===== src/rtl/jitter_sample_gen_pkg.sv =====
// Shared types for the sub-pixel jitter generator:
// Q0.12 offset type, sample entry, FSM states.
package jitter_sample_gen_pkg;

  typedef logic signed [11:0] jitter_t;

  localparam logic [11:0] JITTER_BIAS = 12'h800;

  typedef struct packed {
    jitter_t    jx;
    jitter_t    jy;
    logic [7:0] idx;
    logic       last;
  } sample_t;

  typedef enum logic [1:0] {
    IDLE,
    GEN_X,
    GEN_Y
  } state_t;

  // rand - 2048 is exact as a bias flip on the MSB
  function automatic jitter_t map_jitter(
    input logic [11:0] r
  );
    return jitter_t'(r ^ JITTER_BIAS);
  endfunction

endpackage


===== src/rtl/jitter_sample_gen_fifo.sv =====
// Small synchronous FIFO, generic entry type.
// Full already accounts for a same-cycle pop.
module sample_fifo #(
  parameter int  DEPTH = 4,
  parameter type T     = logic [7:0]
) (
  input  logic clk,
  input  logic rst_n,
  input  logic i_push,
  input  T     i_data,
  input  logic i_pop,
  output T     o_data,
  output logic o_valid,
  output logic o_full,
  output logic o_empty
);

  localparam int AW = $clog2(DEPTH);

  T             r_mem [DEPTH];
  logic [AW-1:0] r_wr;
  logic [AW-1:0] r_rd;
  logic [AW:0]   r_cnt;
  logic          w_pop;
  logic          w_push;

  assign w_pop   = i_pop && (r_cnt != '0);
  assign o_full  = (r_cnt == (AW+1)'(DEPTH)) && !w_pop;
  assign w_push  = i_push && !o_full;
  assign o_valid = (r_cnt != '0);
  assign o_empty = (r_cnt == '0);
  assign o_data  = r_mem[r_rd];

  always_ff @(posedge clk or negedge rst_n) begin
    if (!rst_n) begin
      for (int i = 0; i < DEPTH; i++)
        r_mem[i] <= '0;
      r_wr  <= '0;
      r_rd  <= '0;
      r_cnt <= '0;
    end else begin
      if (w_push) begin
        r_mem[r_wr] <= i_data;
        r_wr        <= r_wr + 1'b1;
      end
      if (w_pop)
        r_rd <= r_rd + 1'b1;
      unique case ({w_push, w_pop})
        2'b10:   r_cnt <= r_cnt + 1'b1;
        2'b01:   r_cnt <= r_cnt - 1'b1;
        default: r_cnt <= r_cnt;
      endcase
    end
  end

endmodule


===== src/rtl/jitter_sample_gen.sv =====
// Pairs consecutive PRNG words into (x,y) jitter
// samples for one pixel and queues them downstream.
module jitter_sample_gen
  import jitter_sample_gen_pkg::*;
#(
  parameter int SAMPLES_PER_PIXEL = 4,
  parameter int FIFO_DEPTH        = 4
) (
  input  logic        clk,
  input  logic        rst_n,
  input  logic [11:0] rand_num,
  input  logic        start,
  output logic        busy,
  output logic        out_valid,
  input  logic        out_ready,
  output logic [11:0] jitter_x,
  output logic [11:0] jitter_y,
  output logic [7:0]  sample_idx,
  output logic        sample_last
);

  state_t      r_state;
  state_t      w_state_nxt;
  logic [11:0] r_x;
  logic [11:0] w_x_nxt;
  logic [7:0]  r_cnt;
  logic [7:0]  w_cnt_nxt;
  logic        w_push;
  logic        w_last;
  logic        w_full;
  logic        w_empty;
  sample_t     w_entry;
  sample_t     w_head;

  assign w_last = (r_cnt == 8'(SAMPLES_PER_PIXEL - 1));

  assign w_entry = '{
    jx:   map_jitter(r_x),
    jy:   map_jitter(rand_num),
    idx:  r_cnt,
    last: w_last
  };

  always_comb begin
    w_state_nxt = r_state;
    w_x_nxt     = r_x;
    w_cnt_nxt   = r_cnt;
    w_push      = 1'b0;
    unique case (r_state)
      IDLE: begin
        if (start) begin
          w_state_nxt = GEN_X;
          w_cnt_nxt   = '0;
        end
      end
      GEN_X: begin
        w_x_nxt     = rand_num;
        w_state_nxt = GEN_Y;
      end
      GEN_Y: begin
        // stall keeps x; y is re-drawn on the push cycle
        if (!w_full) begin
          w_push = 1'b1;
          if (w_last) begin
            w_state_nxt = IDLE;
          end else begin
            w_cnt_nxt   = r_cnt + 8'd1;
            w_state_nxt = GEN_X;
          end
        end
      end
      default: w_state_nxt = IDLE;
    endcase
  end

  always_ff @(posedge clk or negedge rst_n) begin
    if (!rst_n) begin
      r_state <= IDLE;
      r_x     <= '0;
      r_cnt   <= '0;
    end else begin
      r_state <= w_state_nxt;
      r_x     <= w_x_nxt;
      r_cnt   <= w_cnt_nxt;
    end
  end

  sample_fifo #(
    .DEPTH (FIFO_DEPTH),
    .T     (sample_t)
  ) u_fifo (
    .clk     (clk),
    .rst_n   (rst_n),
    .i_push  (w_push),
    .i_data  (w_entry),
    .i_pop   (out_ready),
    .o_data  (w_head),
    .o_valid (out_valid),
    .o_full  (w_full),
    .o_empty (w_empty)
  );

  assign busy        = (r_state != IDLE) || !w_empty;
  assign jitter_x    = w_head.jx;
  assign jitter_y    = w_head.jy;
  assign sample_idx  = w_head.idx;
  assign sample_last = w_head.last;

endmodule


===== config.mk =====
export PLATFORM = sky130hd
export DESIGN_NAME = jitter_sample_gen
export DESIGN_NICKNAME = d
export VERILOG_FILES = /design/src/rtl/jitter_sample_gen_pkg.sv /design/src/rtl/jitter_sample_gen_fifo.sv /design/src/rtl/jitter_sample_gen.sv
export SDC_FILE = /design/constraint.sdc
export NUM_CORES = 1
export LEC_CHECK = 0
export CAP_MARGIN = 20
export CORE_AREA = 2 2 137 139
export DETAILED_ROUTE_END_ITERATION = 7
export DIE_AREA = 0 0 139 141
export PLACE_DENSITY = 0.54
export SYNTH_ARGS = -nofsm -noshare
export SYNTH_HDL_FRONTEND = slang
export SYNTH_SLANG_ARGS = --single-unit

===== constraint.sdc =====
create_clock -name clk -period 3.32 [get_ports clk]
set_input_delay 0.664 -clock clk [delete_from_list [all_inputs] [get_ports clk]]
set_output_delay 0.664 -clock clk [all_outputs]
set_load 0.05 [all_outputs]

==> impl_metrics.py, run 1 <==
metrics = {
    "run_status": {
        "status": "completed",
    },
    "clocking": {
        "cts.clk_slew.worst_paths_ns": 0.06,
        "cts_tree": "done",
        "postCtsSetupBuffers": 0,
        "clk_root_buffer_cell": "clkbuf_16",
        "clk_latency_ns": 0.42,
        "cts_inserted_buffers": 17,
        "post_cts_resize_count": 0,
        "htreeDepth": 4,
        "cts_max_path_buffers": 2,
        "cts_sinks": 161,
        "postCtsHoldBufs": 0,
    },
    "global_route": {
        "grt-ovfl-total": 0,
        "grt_usage_pct": 15.68,
        "grt_max_degree": 67,
        "grt_antenna_before_repair": 0,
        "grt_pass1_wl_um": 23860,
        "grt_pass1_vias": 4351,
    },
    "placed_design": {
        "dp_slack_ns": 0.3665,
        "dpl.hpwl_um": 8964,
        "routabilityCongestion": 0.7236,
        "numPortBuffers": 50,
    },
    "min_path": {
        "hold_class": "input pin to asynchronous set/reset pin",
    },
    "floorplan": {
        "ios": 51,
        "initial_core_util_pct": 38.83,
        "coreArea_um2": 18270,
        "row_count": 50,
        "fp.dieArea_um2": 19600,
        "die_h_um": 141,
        "die_w_um": 139,
    },
    "setup_path": {
        "crit_path_max_fanout": 17,
        "cpLargestDelayFamily": "flip-flops",
        "slowest_delay_ns": 0.74,
        "startpoint_type": "flip-flop",
        "path_buf_inv": 2,
        "crit_chain": "buf_12, mux4_2, buf_4",
        "crit_type": "flip-flop to primary output",
        "crit_arrival_ns": 2.20,
        "cpMaxStageDelayCell": "dfrtp_2",
        "worst_ep_required_time_ns": 2.66,
        "worstSetupEndpointType": "primary output",
    },
    "layout": {
        "layout-drive-gt1-share_pct": 39.85,
        "antenna_cells": 0,
        "syn_to_final_growth_pct": 17.29,
        "fillCellCount": 1655,
        "final_net_count": 542,
    },
    "sta": {
        "maxSlewViolCount": 0,
        "setup_ws_ns": 0.4534,
        "slew_headroom_pct": 56.85,
        "hold_violations": 0,
        "clock.fmax_mhz": 348.9,
        "layout_min_cycle_time_ns": 2.867,
        "finalSetupTns_ns": 0,
        "timing.final.crit_share_pct": 86.34,
        "rsz0062_at_grt": "false",
        "fin_skew_ns": 0.005746,
        "setup_viol": 0,
        "tightest_slew_ns": 0.6472,
    },
    "synth": {
        "synthCells": 464,
        "syn_avg_cell_area_um2": 15.29,
        "syn-num-nets": 487,
        "ys_seq_area_share_pct": 56.80,
        "ys_ff_latch": 161,
        "syn_area_um2": 7093,
        "yosysWarnings": 0,
        "synth_cell_type_count": 36,
    },
    "power_and_ir_drop": {
        "p_leak_nw": 3.737,
        "ir_worst_vdd_v": 0.0008810,
        "p_per_area_nw_per_um2": 1118,
    },
    "detailed_routing": {
        "num_vias": 4015,
        "wl_per_cell_um": 18.62,
        "drtIter0Drc": 131,
        "dr.pass1.iters": 4,
        "drc": 0,
        "drt_wl_total_um": 14260,
        "vias_per_cell": 5.242,
        "final_antenna_net_count": 0,
    },
    "flow_run": {
        "drv_cap": 0,
    },
}
-- metal layers --
metal / vias up / wire length [um] / track usage, %
met4: 0 / 172 / 4.572
met2: 55 / 6815 / 25.05
met3: 13 / 523 / 3.940
li1: 1790 / - / -
met5: - / 0 / 0
met1: 2157 / 6750 / 21.43
-- power by group --
group,total (mW),internal (mW),switching [mW]
combinational,4.07,1.79,2.27
clock,1.89,1.13,0.764
sequential,3.34,2.78,0.552
total,9.30,5.71,3.59
-- placed cells by master (no fill, tap or decap), drive strengths merged, types with 3 or more instances in the layout --
cell type | Yosys | layout
inv | 9 | 9
clkdlybuf4s50 | 0 | 16
mux4 | 33 | 33
mux2 | 125 | 125
buf | 25 | 51
clkbuf | 6 | 24
o21ai | 25 | 25
clkinvlp | 0 | 5
a21oi | 5 | 5
nand4 | 5 | 5
nor2b | 3 | 3
nand3 | 3 | 3
nor2 | 3 | 3
mux2i | 3 | 3
xnor2 | 3 | 3
xor2 | 3 | 3
ha | 6 | 6
nand2 | 30 | 30
dfrtp | 161 | 161
-- registers in the layout (all words and copies together), names as in the netlist --
name / cells
r_cnt: 8
r_state: 2
r_x: 12
u_fifo.r_cnt: 3
u_fifo.r_mem: 132
u_fifo.r_rd: 2
u_fifo.r_wr: 2
-- synthesized netlist by cell type (all sizes together) --
| library cell | instances | area share, % |
|---|---|---|
| a31oi | 1 | 0.088 |
| xnor2 | 3 | 0.37 |
| nand4 | 5 | 0.44 |
| xor2 | 3 | 0.37 |
| buf | 25 | 2.8 |
| dfrtp | 161 | 57 |
| fa | 1 | 0.28 |
| o21bai | 1 | 0.11 |
| nand2 | 30 | 1.7 |
| nand3 | 3 | 0.21 |
| and2 | 1 | 0.088 |
| nor3 | 1 | 0.070 |
| inv | 9 | 0.48 |
| a21oi | 5 | 0.35 |
| and3 | 2 | 0.18 |
| a2bb2oi | 1 | 0.37 |
| nand2b | 2 | 0.18 |
| o21ai | 25 | 1.8 |
| or4b | 1 | 0.14 |
| a211oi | 2 | 0.21 |
| mux2 | 125 | 20 |
| o21ba | 1 | 0.14 |
| nor2 | 3 | 0.16 |
| mux2i | 3 | 0.42 |
| clkbuf | 6 | 0.32 |
| nor2b | 3 | 0.37 |
| ha | 6 | 1.1 |
| a22o | 1 | 0.12 |
| mux4 | 33 | 10 |
| or3 | 1 | 0.088 |
-- cell type report --
cell class / instances / area (um^2) / share of cell area, %
inverters: 9 / 33.78 / 0.4061
clock inverters: 8 / 77.57 / 0.9325
clock buffers: 24 / 501.7 / 6.031
repair buffers: 67 / 571.8 / 6.873
well taps: 234 / 292.8 / 3.519
flip-flops and latches: 161 / 4030 / 48.44
multi-input cells: 263 / 2811 / 33.79
-- through the flow --
stage / cells / hold slack [ns] / area, um^2 / util, % / total power, mW
floorplan: 464 / 0.3684 / 7093 / - / 6.345
global placement: 734 / 0.4559 / 7740 / 42.37 / 7.383
detailed placement: 734 / 0.4688 / 7740 / 42.37 / 7.504
CTS: 766 / 0.2664 / 8319 / 45.54 / 9.432
global route: 766 / 0.2923 / 8319 / 45.54 / 9.859
finish: 766 / 0.2436 / 8319 / 45.54 / 9.298
-- path summary, 6_finish.rpt --
| path | cells after the start | endpoint | from | slack (ns) |
|---|---|---|---|---|
| min in group clk | 2 | u_fifo.r_mem[65]$_DFFE_PN0P_ | u_fifo.r_mem[65]$_DFFE_PN0P_ | 0.48 |
| max in group asynchronous | 2 | u_fifo.r_mem[48]$_DFFE_PN0P_ | rst_n | 2.28 |
| setup / recovery | 3 | jitter_x[6] | u_fifo.r_rd[0]$_DFFE_PN0P_ | 0.45 |
| setup reg to reg | 9 | u_fifo.r_cnt[2]$_DFFE_PN0P_ | u_fifo.r_cnt[0]$_DFFE_PN0P_ | 1.00 |
| hold reg to reg | 2 | u_fifo.r_mem[65]$_DFFE_PN0P_ | u_fifo.r_mem[65]$_DFFE_PN0P_ | 0.48 |
| hold / removal | 1 | u_fifo.r_mem[90]$_DFFE_PN0P_ | rst_n | 0.24 |
-- cell families (layout without fill, tap and decap cells) --
group / count (synthesis) / count (layout) / synth area share, %
xor+xnor: 6 / 6 / 0.7410
mux: 161 / 161 / 30.75
simple gates: 52 / 52 / 3.651
buf+inv: 40 / 108 / 3.563
fa+ha+maj: 7 / 7 / 1.341
compound gates: 37 / 37 / 3.158
flops: 161 / 161 / 56.80
Power figures use the tool's default switching activity.
==> inputs of run 2 (changes only) <==
--- a/config.mk
+++ b/config.mk
@@ -9,6 +9,7 @@
 export CORE_AREA = 2 2 137 139
 export DETAILED_ROUTE_END_ITERATION = 7
 export DIE_AREA = 0 0 139 141
+export GPL_ROUTABILITY_DRIVEN = 0
 export PLACE_DENSITY = 0.54
 export SYNTH_ARGS = -nofsm -noshare
 export SYNTH_HDL_FRONTEND = slang
==> results of run 2 <==
Same layout as run 1: the final DEF is identical, and so are final timing and power.
==> inputs of run 3 (changes only) <==
--- a/config.mk
+++ b/config.mk
@@ -5,11 +5,11 @@
 export SDC_FILE = /design/constraint.sdc
 export NUM_CORES = 1
 export LEC_CHECK = 0
+export ABC_CLOCK_PERIOD_IN_PS = 3320
 export CAP_MARGIN = 20
 export CORE_AREA = 2 2 137 139
 export DETAILED_ROUTE_END_ITERATION = 7
 export DIE_AREA = 0 0 139 141
-export GPL_ROUTABILITY_DRIVEN = 0
 export PLACE_DENSITY = 0.54
 export SYNTH_ARGS = -nofsm -noshare
 export SYNTH_HDL_FRONTEND = slang
==> results of run 3 <==
Same layout as run 1: the final DEF is identical, and so are final timing and power.
